## src/rtl/mmio_bus.sv

```systemverilog
// MMIO interconnect: decodes cpu byte accesses onto word-wide device slots,
// merging sub-word stores by read-modify-write. Hosts the board LED register.
module mmio_bus #(
    parameter int          DEVICE_COUNT = 6,
    parameter logic [31:0] LED_BASE     = 32'hA000_0000
) (
    input  logic        clk,
    input  logic        reset,
    input  logic        re,
    input  logic        we,
    input  logic [1:0]  rd_unit,
    input  logic [1:0]  wd_unit,
    input  logic [31:0] addr,
    input  logic [31:0] wd,
    output logic [31:0] rd,
    output logic        access_fault,
    output logic        addr_misaligned,
    output logic [7:0]  led,
    input  logic [31:0] dev_addr_start [DEVICE_COUNT],
    input  logic [31:0] dev_addr_end   [DEVICE_COUNT],
    input  logic        dev_rw         [DEVICE_COUNT],
    output logic [29:0] dev_addr       [DEVICE_COUNT],
    output logic        dev_re         [DEVICE_COUNT],
    input  logic [31:0] dev_rd         [DEVICE_COUNT],
    output logic        dev_we         [DEVICE_COUNT],
    output logic [31:0] dev_wd         [DEVICE_COUNT]
);

    localparam logic [1:0] UNIT_BYTE = 2'd0;
    localparam logic [1:0] UNIT_HALF = 2'd1;
    localparam logic [1:0] UNIT_WORD = 2'd2;
    localparam logic [1:0] UNIT_BAD  = 2'd3;

    logic                    req;
    logic [1:0]              unit;
    logic                    led_hit;
    logic                    ext_hit;
    logic                    hit_rw;
    logic [DEVICE_COUNT-1:0] sel;
    logic                    ok;
    logic                    need_old;

    logic [31:0] old_word;
    logic [31:0] shifted;
    logic [31:0] lane_mask;
    logic [31:0] merged;
    logic [31:0] rd_val;
    logic [4:0]  byte_sh;

    logic [7:0]  led_d;
    logic [7:0]  led_q;

    // Address decode and access checks; LED window wins over any external slot.
    always_comb begin
        req      = re | we;
        unit     = we ? wd_unit : rd_unit;
        led_hit  = (addr >= LED_BASE) && (addr <= LED_BASE + 32'd3);
        ext_hit  = 1'b0;
        hit_rw   = 1'b0;
        sel      = '0;
        if (!led_hit) begin
            for (int i = 0; i < DEVICE_COUNT; i++) begin
                if (!ext_hit && (addr >= dev_addr_start[i]) && (addr <= dev_addr_end[i])) begin
                    ext_hit = 1'b1;
                    sel[i]  = 1'b1;
                    hit_rw  = dev_rw[i];
                end
            end
        end else begin
            hit_rw = 1'b1;
        end
        addr_misaligned = req && (((unit == UNIT_HALF) && addr[0]) ||
                                  ((unit == UNIT_WORD) && (addr[1:0] != 2'b00)));
        access_fault    = req && (!(led_hit || ext_hit) || (unit == UNIT_BAD) ||
                                  (we && !hit_rw));
        ok              = req && !access_fault && !addr_misaligned;
        // A full-word store is the only access that does not need the old word.
        need_old        = !we || (unit != UNIT_WORD);
    end

    always_comb begin
        for (int i = 0; i < DEVICE_COUNT; i++) begin
            dev_addr[i] = '0;
            dev_re[i]   = 1'b0;
            dev_we[i]   = 1'b0;
            if (ok && sel[i]) begin
                dev_addr[i] = 30'((addr - dev_addr_start[i]) >> 2);
                dev_re[i]   = need_old;
                dev_we[i]   = we;
            end
        end
    end

    // Data path: lane extraction for reads, lane merge for sub-word stores.
    always_comb begin
        old_word = led_hit ? {24'b0, led_q} : 32'b0;
        for (int i = 0; i < DEVICE_COUNT; i++) begin
            if (sel[i]) begin
                old_word = old_word | dev_rd[i];
            end
        end
        byte_sh   = {addr[1:0], 3'b000};
        shifted   = old_word >> byte_sh;
        lane_mask = 32'hFFFF_FFFF;
        rd_val    = shifted;
        merged    = wd;
        case (unit)
            UNIT_BYTE: begin
                lane_mask = 32'h0000_00FF << byte_sh;
                rd_val    = {24'b0, shifted[7:0]};
                merged    = (old_word & ~lane_mask) | ({24'b0, wd[7:0]} << byte_sh);
            end
            UNIT_HALF: begin
                lane_mask = 32'h0000_FFFF << byte_sh;
                rd_val    = {16'b0, shifted[15:0]};
                merged    = (old_word & ~lane_mask) | ({16'b0, wd[15:0]} << byte_sh);
            end
            default: begin
                lane_mask = 32'hFFFF_FFFF;
            end
        endcase
        rd = (ok && re) ? rd_val : 32'b0;
        for (int i = 0; i < DEVICE_COUNT; i++) begin
            dev_wd[i] = (ok && we && sel[i]) ? merged : 32'b0;
        end
        led_d = (ok && we && led_hit) ? merged[7:0] : led_q;
    end

    always_ff @(posedge clk or negedge reset) begin
        if (!reset) begin
            led_q <= 8'h00;
        end else begin
            led_q <= led_d;
        end
    end

    assign led = led_q;

endmodule

```

## config.mk

```make
export PLATFORM = sky130hd
export DESIGN_NAME = mmio_bus
export DESIGN_NICKNAME = d
export VERILOG_FILES = /design/src/rtl/mmio_bus.sv
export SDC_FILE = /design/constraint.sdc
export NUM_CORES = 1
export LEC_CHECK = 0
export CAP_MARGIN = 20
export CORE_AREA = 2 2 416 418
export DETAILED_ROUTE_END_ITERATION = 6
export DIE_AREA = 0 0 418 420
export SYNTH_ARGS = -nofsm -noshare
export SYNTH_HDL_FRONTEND = slang
export SYNTH_SLANG_ARGS = --single-unit
```

## constraint.sdc

```tcl
create_clock -name clk -period 9.5 [get_ports clk]
set_clock_uncertainty 0.2 [all_clocks]
set_input_delay 1.9 -clock clk [delete_from_list [all_inputs] [get_ports clk]]
set_output_delay 1.9 -clock clk [all_outputs]
set_load 0.05 [all_outputs]
```

==> summary.md <==
| Metric | Value |
|---|---|
| Htree depth | `1` |
| Vias per cell | `4.47` |
| Final setup violation count | `0` |
| M2 GR Usage | `34.7%` |
| Die Wd | `approximately 420 um` |
| Global Route met3 Usage | `under 10%` |
| Cell leakage power | `approximately 18 nW` |
| Vias | `29400` |
| Flip-flop count of the largest register, all copies and words added | `8` |
| Gate count of the mapped netlist | `approximately 3000` |
| # rows | `roughly 150` |
| Final wirelength | `between 200 and 250 mm` |
| Grt peak-use layer | `met2` |
| CP most frequent cell | `buf_4` |
| CP max-delay cell | `clkdlybuf4s50_1` |
| Die H | `between 400 and 500 um` |
| Sequential element share of the synthesized area | `under 10%` |
| Sequential Power Share | `under 10%` |
| CTS sink cnt | `8` |
| Setup crit end | `dev_addr[133]` |
| Worst R2R Path Depth | `6` |
| Ports | `around 1100` |
| Final Hold Viols | `0` |
| Initial antenna violation count | `66` |
| Fmax | `between 100 and 150 MHz` |
| Root Buffer | `clkbuf_16` |
| Iter 0 DRT Violations | `roughly 2700` |
| TNS Setup | `0 ps` |
| Vias in the first global route | `roughly 29000` |
| Setup crit start | `addr[28]` |
| Worst hold-check path type | `flip-flop to flip-flop` |
| Core area | `roughly 170000 um^2` |
| First-pass GRT wire length | `~270 mm` |
| EDFF count, synth | `0` |
| Synthesized flop and latch total | `8` |
| CP Cell Sequence | `clkdlybuf4s50_1 -> buf_4 -> buf_4 -> ha_1 -> nand3_1 -> nor4_4 -> buf_4 -> and3_4 -> a211oi_4 -> a211oi_4 -> buf_4 -> nand2_1 -> o2111a_1 -> a211oi_2 -> buf_4 -> buf_4 -> nand2_1 -> buf_4 -> nor2_1 -> buf_4 -> buf_12` |
| R2r startpoint | `led[7]$_DFFE_PN0P_` |
| Fin crit period | `between 9000 and 10000 ps` |
| Maximum buffer depth of the clock tree | `2` |
| Clock power frac | `between 2 and 3%` |
| Crit end category | `primary output` |
| Syn-to-layout area delta | `116%` |
| CTS tree | `yes` |
| Pwr Total | `2.71 mW` |
| Sw Share | `56.1%` |
| Critical path type | `primary input to primary output` |
| Most used DFF post-synth | `dfrtp_1` |
| Final net count | `approximately 5400` |
| Worst slack, placed | `-711 ps` |
| Largest net degree at the start of global routing | `49` |
| R2R Setup Slk | `7310 ps` |
| Fin worst setup slack | `about 43 ps` |
| Post-Syn Area | `18600 um^2` |
| RSZ-0062 raised after global routing | `false` |
| Worst Tran Pin Value | `around 1200 ps` |
| CP arrival | `roughly 7400 ps` |
| Pwr Density | `67.7 nW/um^2` |
| Total grt overflow | `0` |
| Final ANT Viol Nets | `0` |
| Comb pwr share | `approximately 96%` |
| RR Endpoint | `led[7]$_DFFE_PN0P_` |
| Max-slew violations | `0` |
| Post-route clock period utilization | `approximately 100%` |
| Starting Density | `between 10% and 20%` |
| Max-cap viol count | `0` |
| Hold buffer count at cts | `0` |
| Max transition margin | `roughly 22%` |
| Gr usage total | `about 22%` |
| Internal Power | `about 1.2 mW` |
| Worst Setup Start Kind | `primary input` |
| Worst VDD drop | `between 0.00003 and 0.00004 V` |
| P_sw | `1.52 mW` |
| Routed length per instance | `31.5 um` |
| Clk Latency, worst-skew pair | `between 200 and 250 ps` |
| Commonest cells after routing, fill and taps aside | `clkdlybuf4s50_1, nor2_1, buf_12, inv_1, ha_1` |
| Status | `finished, final reports clean` |
| IO buf count | `about 1100` |
| Yosys warns | `0` |
| Netlist cell types | `73` |
| First-pass DRT Iterations | `7` |
| Inserted Clock Buffers | `3` |
| Mean Syn Cell Area | `around 6.3 um^2` |
| Layout cells sized above 1 | `about a fifth` |
| Commonest non-fill, non-tap cell in the layout | `clkdlybuf4s50_1` |
| GR Util met1 | `approximately 29%` |
| Mapped Nets | `roughly 4000` |
| Layout fillers | `between 15000 and 20000` |
| Async SR Flop Fraction | `100%` |
| Worst EP required | `~7400 ps` |
| Clock-pin slew on the worst setup and hold paths | `about 40 ps` |
| Crit-path max FO | `15` |
| Die Area | `between 150000 and 200000 um^2` |
| RD Place Congestion | `1.06` |
| Residual DRC | `0` |
| Max stage delay on crit path | `around 620 ps` |
| Dpl hpwl | `~180 mm` |
==> metrics by stage <==
| stage | hold WS (ps) | instances | utilization [%] | area [um^2] |
|---|---|---|---|---|
| 3_3_place_gp | 308 | 6548 | 23.2 | 39600 |
| 5_1_grt | 367 | 6571 | 23.4 | 40100 |
| 6_report | 327 | 6583 | 23.5 | 40100 |
| 2_1_floorplan | 571 | 2951 | - | 18600 |
| 3_5_place_dp | 323 | 6551 | 23.2 | 39700 |
| 4_1_cts | 331 | 6557 | 23.4 | 40000 |
==> critical path, delay by kind of cell <==
| family | cells | cell delay, ps |
|---|---|---|
| compound gates | 4 | 840 |
| buf+inv | 10 | 2610 |
| simple gates | 6 | 1620 |
| fa+ha+maj | 1 | 320 |
==> synthesized netlist by cell type, types with 39 or more instances <==
master / number / share of area, %
nor2_1: 495 / 10
inv_1: 435 / 8.8
ha_1: 388 / 26
a21oi_1: 188 / 5.1
nand2_1: 158 / 3.2
o21ai_0: 143 / 3.9
nor3_1: 114 / 3.1
nand3_1: 90 / 2.4
clkbuf_1: 81 / 1.6
nand4_1: 80 / 2.7
xnor2_1: 78 / 3.7
xor2_1: 60 / 2.8
a21o_1: 58 / 2.3
a22oi_1: 56 / 2.3
a211oi_1: 43 / 1.7
a31oi_1: 39 / 1.3
==> metal layers <==
| metal | part of all wire, % | vias to the layer above | wire length (um) |
|---|---|---|---|
| met3 | 9.4 | 325 | 19400 |
| li1 | - | 13200 | - |
| met2 | 44 | 1516 | 91700 |
| met5 | 0.23 | - | 470 |
| met4 | 4.2 | 74 | 8730 |
| met1 | 42 | 14300 | 86800 |
==> worst min-delay path by stage <==
stage	startpoint	end	slack, ps	cells after the start
2_1_floorplan	led[0]$_DFFE_PN0P_	led[0]$_DFFE_PN0P_	570	2
3_3_place_gp	led[3]$_DFFE_PN0P_	led[3]$_DFFE_PN0P_	310	2
3_5_place_dp	led[3]$_DFFE_PN0P_	led[3]$_DFFE_PN0P_	320	2
4_1_cts	led[3]$_DFFE_PN0P_	led[3]$_DFFE_PN0P_	330	2
5_1_grt	led[3]$_DFFE_PN0P_	led[3]$_DFFE_PN0P_	370	2
6_report	led[3]$_DFFE_PN0P_	led[3]$_DFFE_PN0P_	330	2
==> kinds of logic after synthesis <==
kind of cell	Yosys count	synth area share, %
buf+inv	531	10.8
flops	8	1.08
simple gates	1135	28.5
xor+xnor	138	6.51
mux	4	0.229
fa+ha+maj	388	26.1
compound gates	747	26.7
==> power by group through the flow <==
stage	Sequential, mW	Combinational [mW]	Clock [mW]
2_1_floorplan	0.0347	1.02	0
3_3_place_gp	0.0347	2.52	0
3_5_place_dp	0.0347	2.51	0
4_1_cts	0.0343	2.55	0.0726
5_1_grt	0.0342	2.72	0.0737
6_report	0.0342	2.61	0.0734
==> area by class of cell <==
class	instances	area [um^2]	area share, %
diodes	25	62.6	0.156
clock buffers	3	75.1	0.187
inverters	436	1640	4.08
multi-input cells	2412	16700	41.7
flip-flops and latches	8	200	0.499
well taps	2233	2790	6.96
repair buffers	1466	18600	46.4
==> timing repair <==
action / in CTS / in global routing
gates cloned: 0 / 0
buffers inserted: 3 / 1
setup endpoints to repair: 398 / 154
pin swaps: 5 / 2
gates resized for setup: 30 / 17
hold endpoints to repair: 0 / 0
No activity file was read; power rests on OpenSTA's default activity.
